`src/rtl/ofdm_rx_pacer_pkg.sv`:
```
// Shared types for the OFDM RX sample pacer: IQ sample layout, pacer FSM states,
// underrun statistics width and its saturating-increment helper.
// Latency: n/a (types only). Backpressure: n/a.
package ofdm_rx_pacer_pkg;

    // Width of the underrun statistics counter.
    localparam int UNDERRUN_CNT_W = 16;

    // Default I/Q component width. The struct below uses it, so it describes
    // samples of a default-width build.
    localparam int IQ_DEFAULT_W = 12;

    typedef struct packed {
        logic signed [IQ_DEFAULT_W-1:0] i;
        logic signed [IQ_DEFAULT_W-1:0] q;
    } iq_sample_t;

    // DRAIN is reserved and never entered; any stray encoding recovers to IDLE.
    typedef enum logic [1:0] {
        PACER_IDLE  = 2'd0,
        PACER_RUN   = 2'd1,
        PACER_DRAIN = 2'd2
    } pacer_state_t;

    // Increment that sticks at all-ones.
    function automatic logic [UNDERRUN_CNT_W-1:0] sat_inc(input logic [UNDERRUN_CNT_W-1:0] v);
        return (v == {UNDERRUN_CNT_W{1'b1}}) ? v : v + 1'b1;
    endfunction

endpackage

```
`src/rtl/ofdm_rx_sync_fifo.sv`:
```
// Single-clock FIFO holding paced IQ samples, with a synchronous clear.
// Latency: a pushed word is poppable the cycle after the push; pop data is read combinationally.
// Backpressure: pushes while full and pops while empty are ignored; clr wins over both.
// Ports: clk/rst_n (async active-low), clr, push/push_dat, pop/pop_dat, full, empty, level.
module ofdm_rx_sync_fifo #(
    parameter int WIDTH_G = 24,
    parameter int DEPTH_G = 16
) (
    input  logic                     clk,
    input  logic                     rst_n,
    input  logic                     clr,
    input  logic                     push,
    input  logic [WIDTH_G-1:0]       push_dat,
    input  logic                     pop,
    output logic [WIDTH_G-1:0]       pop_dat,
    output logic                     full,
    output logic                     empty,
    output logic [$clog2(DEPTH_G):0] level
);

    localparam int AW = $clog2(DEPTH_G);
    localparam int LW = AW + 1;

    logic [WIDTH_G-1:0] mem_q [DEPTH_G];
    logic [AW-1:0]      wr_ptr_q, wr_ptr_d;
    logic [AW-1:0]      rd_ptr_q, rd_ptr_d;
    logic [LW-1:0]      level_q, level_d;
    logic               push_ok;
    logic               pop_ok;

    assign full    = (level_q == LW'(DEPTH_G));
    assign empty   = (level_q == '0);
    assign level   = level_q;
    assign pop_dat = mem_q[rd_ptr_q];
    assign push_ok = push && !full && !clr;
    assign pop_ok  = pop && !empty && !clr;

    // Depth is a power of two, so the pointers wrap by plain overflow.
    always_comb begin
        wr_ptr_d = wr_ptr_q;
        rd_ptr_d = rd_ptr_q;
        level_d  = level_q;
        if (push_ok) begin
            wr_ptr_d = wr_ptr_q + 1'b1;
        end
        if (pop_ok) begin
            rd_ptr_d = rd_ptr_q + 1'b1;
        end
        case ({push_ok, pop_ok})
            2'b10:   level_d = level_q + 1'b1;
            2'b01:   level_d = level_q - 1'b1;
            default: level_d = level_q;
        endcase
        if (clr) begin
            wr_ptr_d = '0;
            rd_ptr_d = '0;
            level_d  = '0;
        end
    end

    always_ff @(posedge clk or negedge rst_n) begin
        if (!rst_n) begin
            wr_ptr_q <= '0;
            rd_ptr_q <= '0;
            level_q  <= '0;
        end else begin
            wr_ptr_q <= wr_ptr_d;
            rd_ptr_q <= rd_ptr_d;
            level_q  <= level_d;
        end
    end

    // Storage needs no reset: it is only read behind a non-zero level.
    always_ff @(posedge clk) begin
        if (push_ok) begin
            mem_q[wr_ptr_q] <= push_dat;
        end
    end

endmodule

```
`src/rtl/ofdm_rx_sample_pacer.sv`:
```
// Buffers upstream IQ samples and releases one per strobe period to the RX chain.
// Latency: strobe in cycle n pops; the sample is on rx_data_i/q with rx_data_valid in n+1.
// Backpressure: in_ready = FIFO not full (low in reset); empty strobes count as underruns.
// Ports: sys_clk, sys_rstn (async active-low), sys_init (sync clear), strobe_period (0 = pause),
//        in_i/in_q/in_valid/in_ready upstream, rx_data_i/q/valid/strobe downstream,
//        fifo_level occupancy, underrun_cnt saturating empty-strobe count.
// Build option: define OFDM_RX_PACER_STATS_EN to implement underrun_cnt; otherwise it reads 0.
module ofdm_rx_sample_pacer
    import ofdm_rx_pacer_pkg::*;
#(
    parameter int sample_bit_width_g = 12,
    parameter int fifo_depth_g       = 16,
    parameter int period_width_g     = 8
) (
    input  logic                          sys_clk,
    input  logic                          sys_rstn,
    input  logic                          sys_init,
    input  logic [period_width_g-1:0]     strobe_period,
    input  logic [sample_bit_width_g-1:0] in_i,
    input  logic [sample_bit_width_g-1:0] in_q,
    input  logic                          in_valid,
    output logic                          in_ready,
    output logic [sample_bit_width_g-1:0] rx_data_i,
    output logic [sample_bit_width_g-1:0] rx_data_q,
    output logic                          rx_data_valid,
    output logic                          rx_data_strobe,
    output logic [$clog2(fifo_depth_g):0] fifo_level,
    output logic [UNDERRUN_CNT_W-1:0]     underrun_cnt
);

    localparam int SW    = sample_bit_width_g;
    localparam int PAIRW = 2 * SW;

    pacer_state_t              state_q, state_d;
    logic [period_width_g-1:0] cnt_q, cnt_d;
    logic [period_width_g-1:0] cnt_inc;
    logic                      period_on;
    logic                      strobe_q, strobe_d;
    logic [SW-1:0]             rx_i_q, rx_i_d;
    logic [SW-1:0]             rx_q_q, rx_q_d;
    logic                      valid_q, valid_d;
    logic                      rdy_q, rdy_d;

    logic                      fifo_push;
    logic                      fifo_pop;
    logic [PAIRW-1:0]          fifo_rd_dat;
    logic                      fifo_full;
    logic                      fifo_empty;

    // in_ready stays low through reset and rises on the first edge after it.
    assign rdy_d     = 1'b1;
    assign in_ready  = rdy_q && !fifo_full;
    // Samples offered during the sys_init cycle are dropped.
    assign fifo_push = in_valid && in_ready && !sys_init;
    // No bypass: the strobe only sees what was stored before this cycle.
    assign fifo_pop  = strobe_q && !fifo_empty && !sys_init;

    ofdm_rx_sync_fifo #(
        .WIDTH_G (PAIRW),
        .DEPTH_G (fifo_depth_g)
    ) u_fifo (
        .clk      (sys_clk),
        .rst_n    (sys_rstn),
        .clr      (sys_init),
        .push     (fifo_push),
        .push_dat ({in_i, in_q}),
        .pop      (fifo_pop),
        .pop_dat  (fifo_rd_dat),
        .full     (fifo_full),
        .empty    (fifo_empty),
        .level    (fifo_level)
    );

    // Pacer FSM and period counter. The counter never exceeds the largest
    // representable period minus one, so cnt_q + 1 cannot overflow. Comparing
    // with >= lets a shrunk period fire at once instead of wrapping round.
    always_comb begin
        period_on = (strobe_period != '0);
        cnt_inc   = cnt_q + 1'b1;
        state_d   = state_q;
        cnt_d     = cnt_q;
        strobe_d  = 1'b0;
        case (state_q)
            PACER_IDLE: begin
                // Resume when there is (or is about to be) something to pace.
                if (period_on && (fifo_push || !fifo_empty)) begin
                    state_d = PACER_RUN;
                end
            end
            PACER_RUN: begin
                if (!period_on) begin
                    state_d = PACER_IDLE;
                end else if (cnt_inc >= strobe_period) begin
                    strobe_d = 1'b1;
                    cnt_d    = '0;
                end else begin
                    cnt_d = cnt_inc;
                end
            end
            default: state_d = PACER_IDLE;
        endcase
        if (sys_init) begin
            state_d  = PACER_IDLE;
            cnt_d    = '0;
            strobe_d = 1'b0;
        end
    end

    // Output sample register: loads on pop, otherwise holds the last sample.
    always_comb begin
        rx_i_d  = rx_i_q;
        rx_q_d  = rx_q_q;
        valid_d = 1'b0;
        if (fifo_pop) begin
            rx_i_d  = fifo_rd_dat[PAIRW-1:SW];
            rx_q_d  = fifo_rd_dat[SW-1:0];
            valid_d = 1'b1;
        end
        if (sys_init) begin
            rx_i_d  = '0;
            rx_q_d  = '0;
            valid_d = 1'b0;
        end
    end

    always_ff @(posedge sys_clk or negedge sys_rstn) begin
        if (!sys_rstn) begin
            state_q  <= PACER_IDLE;
            cnt_q    <= '0;
            strobe_q <= 1'b0;
            rx_i_q   <= '0;
            rx_q_q   <= '0;
            valid_q  <= 1'b0;
            rdy_q    <= 1'b0;
        end else begin
            state_q  <= state_d;
            cnt_q    <= cnt_d;
            strobe_q <= strobe_d;
            rx_i_q   <= rx_i_d;
            rx_q_q   <= rx_q_d;
            valid_q  <= valid_d;
            rdy_q    <= rdy_d;
        end
    end

    assign rx_data_i      = rx_i_q;
    assign rx_data_q      = rx_q_q;
    assign rx_data_valid  = valid_q;
    assign rx_data_strobe = strobe_q;

`ifdef OFDM_RX_PACER_STATS_EN
    logic [UNDERRUN_CNT_W-1:0] underrun_q, underrun_d;

    always_comb begin
        underrun_d = underrun_q;
        if (strobe_q && fifo_empty) begin
            underrun_d = sat_inc(underrun_q);
        end
        if (sys_init) begin
            underrun_d = '0;
        end
    end

    always_ff @(posedge sys_clk or negedge sys_rstn) begin
        if (!sys_rstn) begin
            underrun_q <= '0;
        end else begin
            underrun_q <= underrun_d;
        end
    end

    assign underrun_cnt = underrun_q;
`else
    assign underrun_cnt = '0;
`endif

endmodule

```
`config.mk`:
```
export PLATFORM = sky130hd
export DESIGN_NAME = ofdm_rx_sample_pacer
export DESIGN_NICKNAME = d
export VERILOG_FILES = /design/src/rtl/ofdm_rx_pacer_pkg.sv /design/src/rtl/ofdm_rx_sync_fifo.sv /design/src/rtl/ofdm_rx_sample_pacer.sv
export SDC_FILE = /design/constraint.sdc
export NUM_CORES = 1
export LEC_CHECK = 0
export CAP_MARGIN = 20
export CORE_MARGIN = 2
export CORE_UTILIZATION = 64
export CTS_CLUSTER_SIZE = 40
export DETAILED_ROUTE_END_ITERATION = 8
export PLACE_DENSITY = 0.85
export SYNTH_ARGS = -nofsm -noshare
export SYNTH_HDL_FRONTEND = slang
export SYNTH_SLANG_ARGS = --single-unit
```
`constraint.sdc`:
```
create_clock -name sys_clk -period 4.2 [get_ports sys_clk]
set_input_delay 0.84 -clock sys_clk [delete_from_list [all_inputs] [get_ports sys_clk]]
set_output_delay 0.84 -clock sys_clk [all_outputs]
set_load 0.05 [all_outputs]
```
After elaboration in Yosys (flattened, before gate mapping)

Memory sizes are Yosys's and may differ from the RTL's.
Cells that the tools add are included.

Output and inout bits: 48
Memory bits (writable): 384
Register bits after elaboration: 50
Bits of input ports: 36
Word-level logic and storage cells: 74
Memories kept: 1

Memory list:

| name         | words | width | read ports | clocked after Yosys merged registers in | write ports | RTL line                | source |
|---|---|---|---|---|---|---|---|
| u_fifo.mem_q | 16    | 24    | 1          | 0                                       | 1           | ofdm_rx_sync_fifo.sv:24 | `logic [WIDTH_G-1:0] mem_q [DEPTH_G];` |

Muxes and demuxes: 26
Reductions and logical operators: 25
$add $sub $neg: 5
Eq/ne operators: 6
Order comparisons: 1

Operator list:

| kind                                             | number |
|---|---|
| 2-to-1 mux 12 bit                                | 4 |
| 2-to-1 mux 8 bit                                 | 4 |
| 2-to-1 mux 4 bit                                 | 4 |
| logical AND 1 bit                                | 10 |
| case mux 5 bit (2 select lines)                  | 1 |
| nonzero test 2 bit                               | 5 |
| adder 4 x 1 -> 4 bit, second input constant      | 2 |
| adder 8 x 1 -> 8 bit, second input constant      | 1 |
| greater-or-equal comparator 8 bit                | 1 |
| 2-to-1 mux 1 bit                                 | 8 |
| nonzero test 8 bit                               | 1 |
| 2-to-1 mux 2 bit                                 | 3 |
| != test 3 bit, second input constant             | 2 |
| adder 5 x 1 -> 5 bit, second input constant      | 1 |
| == test 5 bit, second input constant             | 1 |
| logical NOT 5 bit                                | 1 |
| 2-to-1 mux 5 bit                                 | 1 |
| subtractor 5 x 1 -> 5 bit, second input constant | 1 |
| == test 2 x 1 -> 1 bit, second input constant    | 2 |
| case mux 2 bit (2 select lines)                  | 1 |
| AND reduction 2 bit                              | 2 |
| logical NOT 1 bit                                | 3 |
| nonzero test 3 bit                               | 1 |
| == test 2 bit, second input constant             | 1 |
| 2 further kinds                                  | 2 |

Longest topological paths before layout

Gate-level depths: netlist of run 1.

Depth in word-level cells: 10
Depth in mapped cells: 12
Gate-level depth less buffers: 10

Modules after synthesis

Synthesis of run 1 repeated with hierarchy kept, for this count alone.

Cells, all modules: 1,001
Area, all modules: 17,410.4 µm²

By module, submodules not included:

| module               | area each (µm²) | cells each | times used |
|---|---|---|---|
| ofdm_rx_sync_fifo    | 15,603.7        | 831        | 1 |
| ofdm_rx_sample_pacer | 1,806.7         | 170        | 1 |

Least setup slack after synthesis of run 1

No wires, ideal clock.

Path type: reg2reg
From: register u_fifo.level_q[1] (netlist: u_fifo.level[1])
To: memory u_fifo.mem_q[0][0], enable pin
Data arrival time: 2.629 ns
Period minus slack after synthesis: 3.034 ns
Setup time: 0.405 ns
Path buffers: 2
Cell stages (with the launch flop): 7
Path slack: 1.166 ns
Cells stage by stage: dfrtp_1 > buf_6 > nor4_1 > a21oi_1 > clkbuf_1 > nand2_1 > nor2_1

Longest elaborated chain between the ends: 9

RTL lines:

| what                                       | RTL line                                            | source |
|---|---|---|
| start: declaration                         | ofdm_rx_sync_fifo.sv:27                             | `logic [LW-1:0] level_q, level_d;` |
| start signal: assignment                   | ofdm_rx_sync_fifo.sv:69                             | `level_q <= level_d;` |
| == test 5 bit (*)                          | ofdm_rx_sync_fifo.sv:31                             | `assign full = (level_q == LW'(DEPTH_G));` |
| logical NOT 1 bit (*)                      | ofdm_rx_sync_fifo.sv:35, ofdm_rx_sample_pacer.sv:52 |  |
| logical AND 1 bit                          | ofdm_rx_sample_pacer.sv:52                          | `assign in_ready = rdy_q && !fifo_full;` |
| logical AND 1 bit (2 in a row)             | ofdm_rx_sample_pacer.sv:54                          | `assign fifo_push = in_valid && in_ready && !sys_init;` |
| logical AND 1 bit (*) (2 in a row)         | ofdm_rx_sync_fifo.sv:35                             | `assign push_ok = push && !full && !clr;` |
| 2-to-1 mux 1 bit (*)                       | ofdm_rx_sync_fifo.sv:75                             | `if (push_ok) begin` |
| 2-to-1 mux 1 bit (not written as such) (*) | ofdm_rx_sync_fifo.sv:76                             | `mem_q[wr_ptr_q] <= push_dat;` |
| end: declaration                           | ofdm_rx_sync_fifo.sv:24                             |  |

Mark *: on every way between the ends. The rest lies on a longest branch, timed or not.

Worst setup path after layout of run 1

From: register u_fifo.level_q[1] (netlist: u_fifo.level[1])
To: output in_ready

Longest elaborated chain between the ends: 3

RTL lines:

| what              | RTL line                   | source |
|---|---|---|
| == test 5 bit     | ofdm_rx_sync_fifo.sv:31    |  |
| logical NOT 1 bit | ofdm_rx_sample_pacer.sv:52 |  |
| logical AND 1 bit | ofdm_rx_sample_pacer.sv:52 |  |
| end: declaration  | ofdm_rx_sample_pacer.sv:22 | `output logic in_ready,` |

No other way between the ends.

==> out/results.ini, run 1 <==
[outcome]
run_status = complete, no violations

[routing]
drt_iter0_markers = 1175
wl_per_cell_um = 27.7
wirelength_mm = 37.6
first_pass_iters = 5
ant_nets = 0
drc = 0
num_vias = 8994
vias_per_cell = 6.64

[setup_path]
cp_max_fo = 9
cp.required_ps = 3360
regToRegEndpoint = u_fifo.level[4]
worst-path-buf-inv = 1
r2r.worst_path.cells = 10
critical-path-top-delay-family = buffers and inverters
r2r_start = u_fifo.level[1]
critPathLaunchType = register
cpPeakStageDelay_ps = 730
worstPathArrival_ps = 2600
worstPathCellList = nor4_1, a21boi_0, clkdlybuf4s50_1
crit_path_end_kind = output port
crit_slowest_cell = clkdlybuf4s50_1
critPathKind = register to output port
r2r_setup_slack_ps = 1170

[clock_tree]
hold_buffers = 0
clockBufferDepth = 3
htreeDepth = 2
cts_root_buf = clkbuf_16
ctsResizeCount = 0
numCtsBuffers = 42
cts.sinks = 433
worstSkewPairLatency_ps = 530
cts_setup_buffers = 0
clkSlewWorstSetupHoldPaths_ps = 60
cts_tree = done

[grt]
grt_pass1_vias = 9331
grt.busiest_layer = met2
grt_use_met3_pct = 5.10
gr-usage-all-layers_pct = 27.3
grt_overflow = 0
grt_pass1_wl_mm = 56.4
antenna_found_initial = 0
grt_util_met2_pct = 45.8
grt_max_degree = 53
met1_usage_pct = 36.5

[synthesis]
ys_ff_latch = 433
netlist_area_um2 = 17300
yosysMostFrequentCell = edfxtp_1
synthTopCellsByCount = edfxtp_1 (384), mux4_2 (96), dfrtp_1 (49)
async_reset_ff_share_pct = 11.3
synth_edf_count = 384
yosys.area.top_type_share_pct = 66.7
yosysSeqAreaShare_pct = 73.8
synth-main-ff-cell = edfxtp_1
synth_area_leaders = edfxtp_1 (67%), mux4_2 (13%), dfrtp_1 (7.1%)
netlist_instances = 884
yosysTopAreaCell = edfxtp_1
yosys_warnings = 0
synth_cell_type_count = 52
avgSynthCellArea_um2 = 19.6

[hold_path]
hp-class = input port to asynchronous set/reset pin

[flow_run]
cap_violations = 0

[sta]
fin_ws_ps = 755
setup_violations = 0
final_max_slew_viol_count = 0
period_share_pct = 82.0
relSlewSlack_pct = 37.7
finalSetupTns_ps = 0
worst_slew_pin_slew_ps = 932
fmax_ghz = 0.290
hold_violations = 0
grt_setup_unrepaired = no
fin_crit_ps = 3440
clock_skew_ps = 9.23

[floorplan]
row_count = 60
initial_core_util_pct = 64.7
die-area_um2 = 28300
die_h_um = 168
die_w_um = 168
core-area_um2 = 26700
ios = 84

[final_layout]
nets = 1032
drive_gt1_share_pct = 21.7
syn2layout_area_growth_pct = 14.6
antenna_cells = 0
regArea_um2 = 12800
multi_input_area_um2 = 4220
fillers = 1434

[power]
powerDensity_nw_per_um2 = 438
p_leak_uw = 0.00648
vdd_drop_max_mv = 0.443

[placed_design]
hpwl_mm = 20.3
dpl_worst_slack_ps = 1010
io_buffers = 67
gp_congestion = 0.889

-- power by group --
part           leakage [uW]  switching [uW]  total (uW)  internal [uW]
combinational       0.00167             166         239           72.4
clock              0.000684            1540        3720           2180
sequential          0.00413            12.5        4720           4710
total               0.00648            1720        8680           6960
-- per-layer routing --
metal | routed length, um | share of wire [%]
met1 | 14000 | 37
met2 | 19400 | 52
met3 | 2960 | 7.9
met4 | 1170 | 3.1
met5 | 0 | 0
-- placed cells by master, fill, tap and decap left out, types with 4 or more instances in the layout --
cell / Yosys / layout
a21oi_1: 31 / 31
and3_1: 5 / 5
clkdlybuf4s50_1: 0 / 66
nand3_1: 4 / 4
nor2_2: 0 / 13
edfxtp_1: 384 / 384
nand2_1: 20 / 20
clkbuf_8: 0 / 6
o21a_1: 4 / 4
inv_1: 11 / 11
nor2_1: 30 / 17
a211oi_1: 25 / 25
clkinv_2: 0 / 9
buf_4: 19 / 34
clkinv_1: 0 / 6
clkbuf_16: 0 / 45
mux4_2: 96 / 96
a32o_1: 5 / 5
xor2_1: 9 / 9
conb_1: 2 / 17
nor2b_1: 26 / 26
ha_1: 16 / 16
dfrtp_1: 49 / 45
nand2b_1: 4 / 4
clkbuf_1: 25 / 8
a22o_1: 24 / 24
o211ai_1: 5 / 5
mux2i_1: 25 / 25
xnor2_1: 8 / 8
-- cell type report --
class | instances | share of cell area [%]
clock buffer | 59 | 6.26
clock inverter | 19 | 0.727
inverter | 11 | 0.209
multi-input combinational | 389 | 21.3
sequential | 433 | 64.5
tap | 341 | 2.15
timing repair buffer | 103 | 4.85
-- registers in the layout (all words and copies together), names as in the netlist, 4 cells and up --
register / cells
u_fifo.rd_ptr_q: 4
u_fifo.mem_q: 384
rx_data_q: 12
rx_data_i: 12
u_fifo.level: 5
u_fifo.wr_ptr_q: 4
cnt_q: 8
-- logic make-up (layout without fill, tap and decap cells) --
kind of cell    after synthesis  count (layout)  synth area share (%)
compound gates              112             112                  4.68
xor+xnor                     17              17                 0.862
fa+ha+maj                    16              16                  1.16
buf+inv                      77             192                  2.28
flops                       433             433                  73.8
mux                         122             122                  14.0
other cells                   2              17                0.0435
simple gates                105             105                  3.11
-- how the worst max path moves through the flow --
stage	slack [ps]	depth (start not counted)	startpoint	to
final	760	3	u_fifo.level[1]	in_ready
after global routing	610	3	u_fifo.level[1]	in_ready
after CTS	750	3	u_fifo.level[1]	in_ready
after detailed placement	1010	11	in_valid	u_fifo.level[4]
after global placement	1060	11	in_valid	u_fifo.level[4]
after floorplan	1170	6	u_fifo.level[1]	u_fifo.mem_q[0][0]
-- stage by stage --
step	total power, uW	hold slack [ps]	util, %	cells	cell area, um2
detailed placement	5040	492	68.9	1277	18400
CTS	8730	340	74.1	1355	19800
finish	8680	327	74.1	1355	19800
floorplan	4930	485	-	899	17300
global placement	5030	489	68.9	1277	18400
global route	8900	365	74.1	1355	19800
(Power assumes the default switching activity.)
==> run 2: changes to the inputs <==
CORE_UTILIZATION = 54   (was 64)
PLACE_DENSITY = 0.77   (was 0.85)
clock period = 2.8 ns   (was 4.2 ns; I/O delays follow)
==> out/results.ini, run 2 (same netlist as run 1, synthesis figures left out) <==
[outcome]
run_status = complete, no violations

[clock_tree]
cts_tree = done
numCtsBuffers = 43
ctsResizeCount = 1
cts_root_buf = clkbuf_16
htreeDepth = 2
worstSkewPairLatency_ps = 540
clkSlewWorstSetupHoldPaths_ps = 60
cts.sinks = 433
clockBufferDepth = 3
hold_buffers = 0
cts_setup_buffers = 0

[final_layout]
drive_gt1_share_pct = 23.4
syn2layout_area_growth_pct = 17.2
largest_reg_flops = 384
regArea_um2 = 12800
nets = 1061
multi_input_area_um2 = 4230
fillers = 2092
final_cell_mix = edfxtp_1 (384), mux4_2 (96), clkdlybuf4s50_1 (65)
top_register = u_fifo.mem_q
layout_commonest_cell = edfxtp_1

[grt]
gr-usage-all-layers_pct = 22.1
grt_overflow = 0
antenna_found_initial = 1
grt_pass1_vias = 9181
grt_max_degree = 40
grt_pass1_wl_mm = 54.7

[sta]
period_share_pct = 94.7
relSlewSlack_pct = 35.2
fin_crit_ps = 2650
finalSetupTns_ps = 0
final_max_slew_viol_count = 0
hold_violations = 0
fmax_ghz = 0.377
grt_setup_unrepaired = no
setup_violations = 0
clock_skew_ps = 20.4
worst_slew_pin_slew_ps = 972

[power]
vdd_drop_max_mv = 0.598
p_total_uw = 12900
p_leak_uw = 0.00665
powerDensity_nw_per_um2 = 639

[setup_path]
r2r_start = u_fifo.level[1]
cp_max_fo = 8
crit_path_end_kind = output port
cp.required_ps = 2240
worstPathArrival_ps = 2090
r2r_setup_slack_ps = 200
critPathKind = register to output port
r2r.worst_path.cells = 11
critPathLaunchType = register
regToRegEndpoint = u_fifo.level[4]

[routing]
num_vias = 8784
drt_iter0_markers = 780
wirelength_mm = 35.8
vias_per_cell = 6.08
drc = 0
first_pass_iters = 5
wl_per_cell_um = 24.8
ant_nets = 0

[hold_path]
hp-class = input port to asynchronous set/reset pin

[floorplan]
core-area_um2 = 31600
ios = 84
die_h_um = 183
row_count = 65
die-area_um2 = 33500
die_w_um = 183
initial_core_util_pct = 54.8

[placed_design]
hpwl_mm = 20.8
io_buffers = 67
gp_congestion = 0.837

[flow_run]
cap_violations = 0

==> run 2: worst max path at each step <==
| stage | to | cells past startpoint | start | slack, ps |
|---|---|---|---|---|
| finish | in_ready | 5 | u_fifo.level[1] | 150 |
| global route | u_fifo.level[4] | 11 | u_fifo.level[1] | 10 |
| detailed placement | u_fifo.level[4] | 11 | in_valid | 30 |
| global placement | u_fifo.level[4] | 11 | in_valid | 90 |
| CTS | in_ready | 5 | u_fifo.level[1] | 120 |
| floorplan | u_fifo.mem_q[0][0] | 5 | u_fifo.level[0] | -190 |
==> run 2: cell type report <==
class                      count  share of cell area, %
multi-input combinational    389                   20.9
antenna                        1                 0.0124
tap                          402                   2.48
sequential                   433                   63.0
clock buffer                  57                   5.87
timing repair buffer         131                   6.76
clock inverter                20                  0.766
inverter                      11                  0.204
==> run 2: metal layers <==
layer / global-route usage (%) / up-vias / part of all wire (%)
met5: 0 / - / 0.036
met4: 6.24 / 2 / 2.1
met3: 3.53 / 60 / 6.4
met2: 37.8 / 328 / 51
met1: 29.9 / 4583 / 40
li1: - / 3811 / -
==> run 2: worst max-delay path, cell delays in order (launching register included) <==
cell and delay (ps):
dfrtp_2 400, buf_4 170, nor4_2 300, buf_4 190, a21boi_0 70, dlygate4sd2_1 440
==> run 2: power breakdown <==
part / leakage, uW / internal, uW / switching [uW]
combinational: 0.00187 / 125 / 254
clock: 0.000657 / 3170 / 2310
sequential: 0.00412 / 7060 / 14.5
==> run 2: metrics by stage <==
step	hold slack, ps	setup slack [ps]	util (%)	std cells	instance area (um2)
after floorplan	264	-186	-	899	17300
after global placement	484	85.9	59.9	1366	18900
after detailed placement	494	25.5	59.9	1366	18900
after CTS	72.3	121	64.2	1443	20300
after global routing	108	13.5	64.2	1443	20300
final	75.6	148	64.2	1444	20300
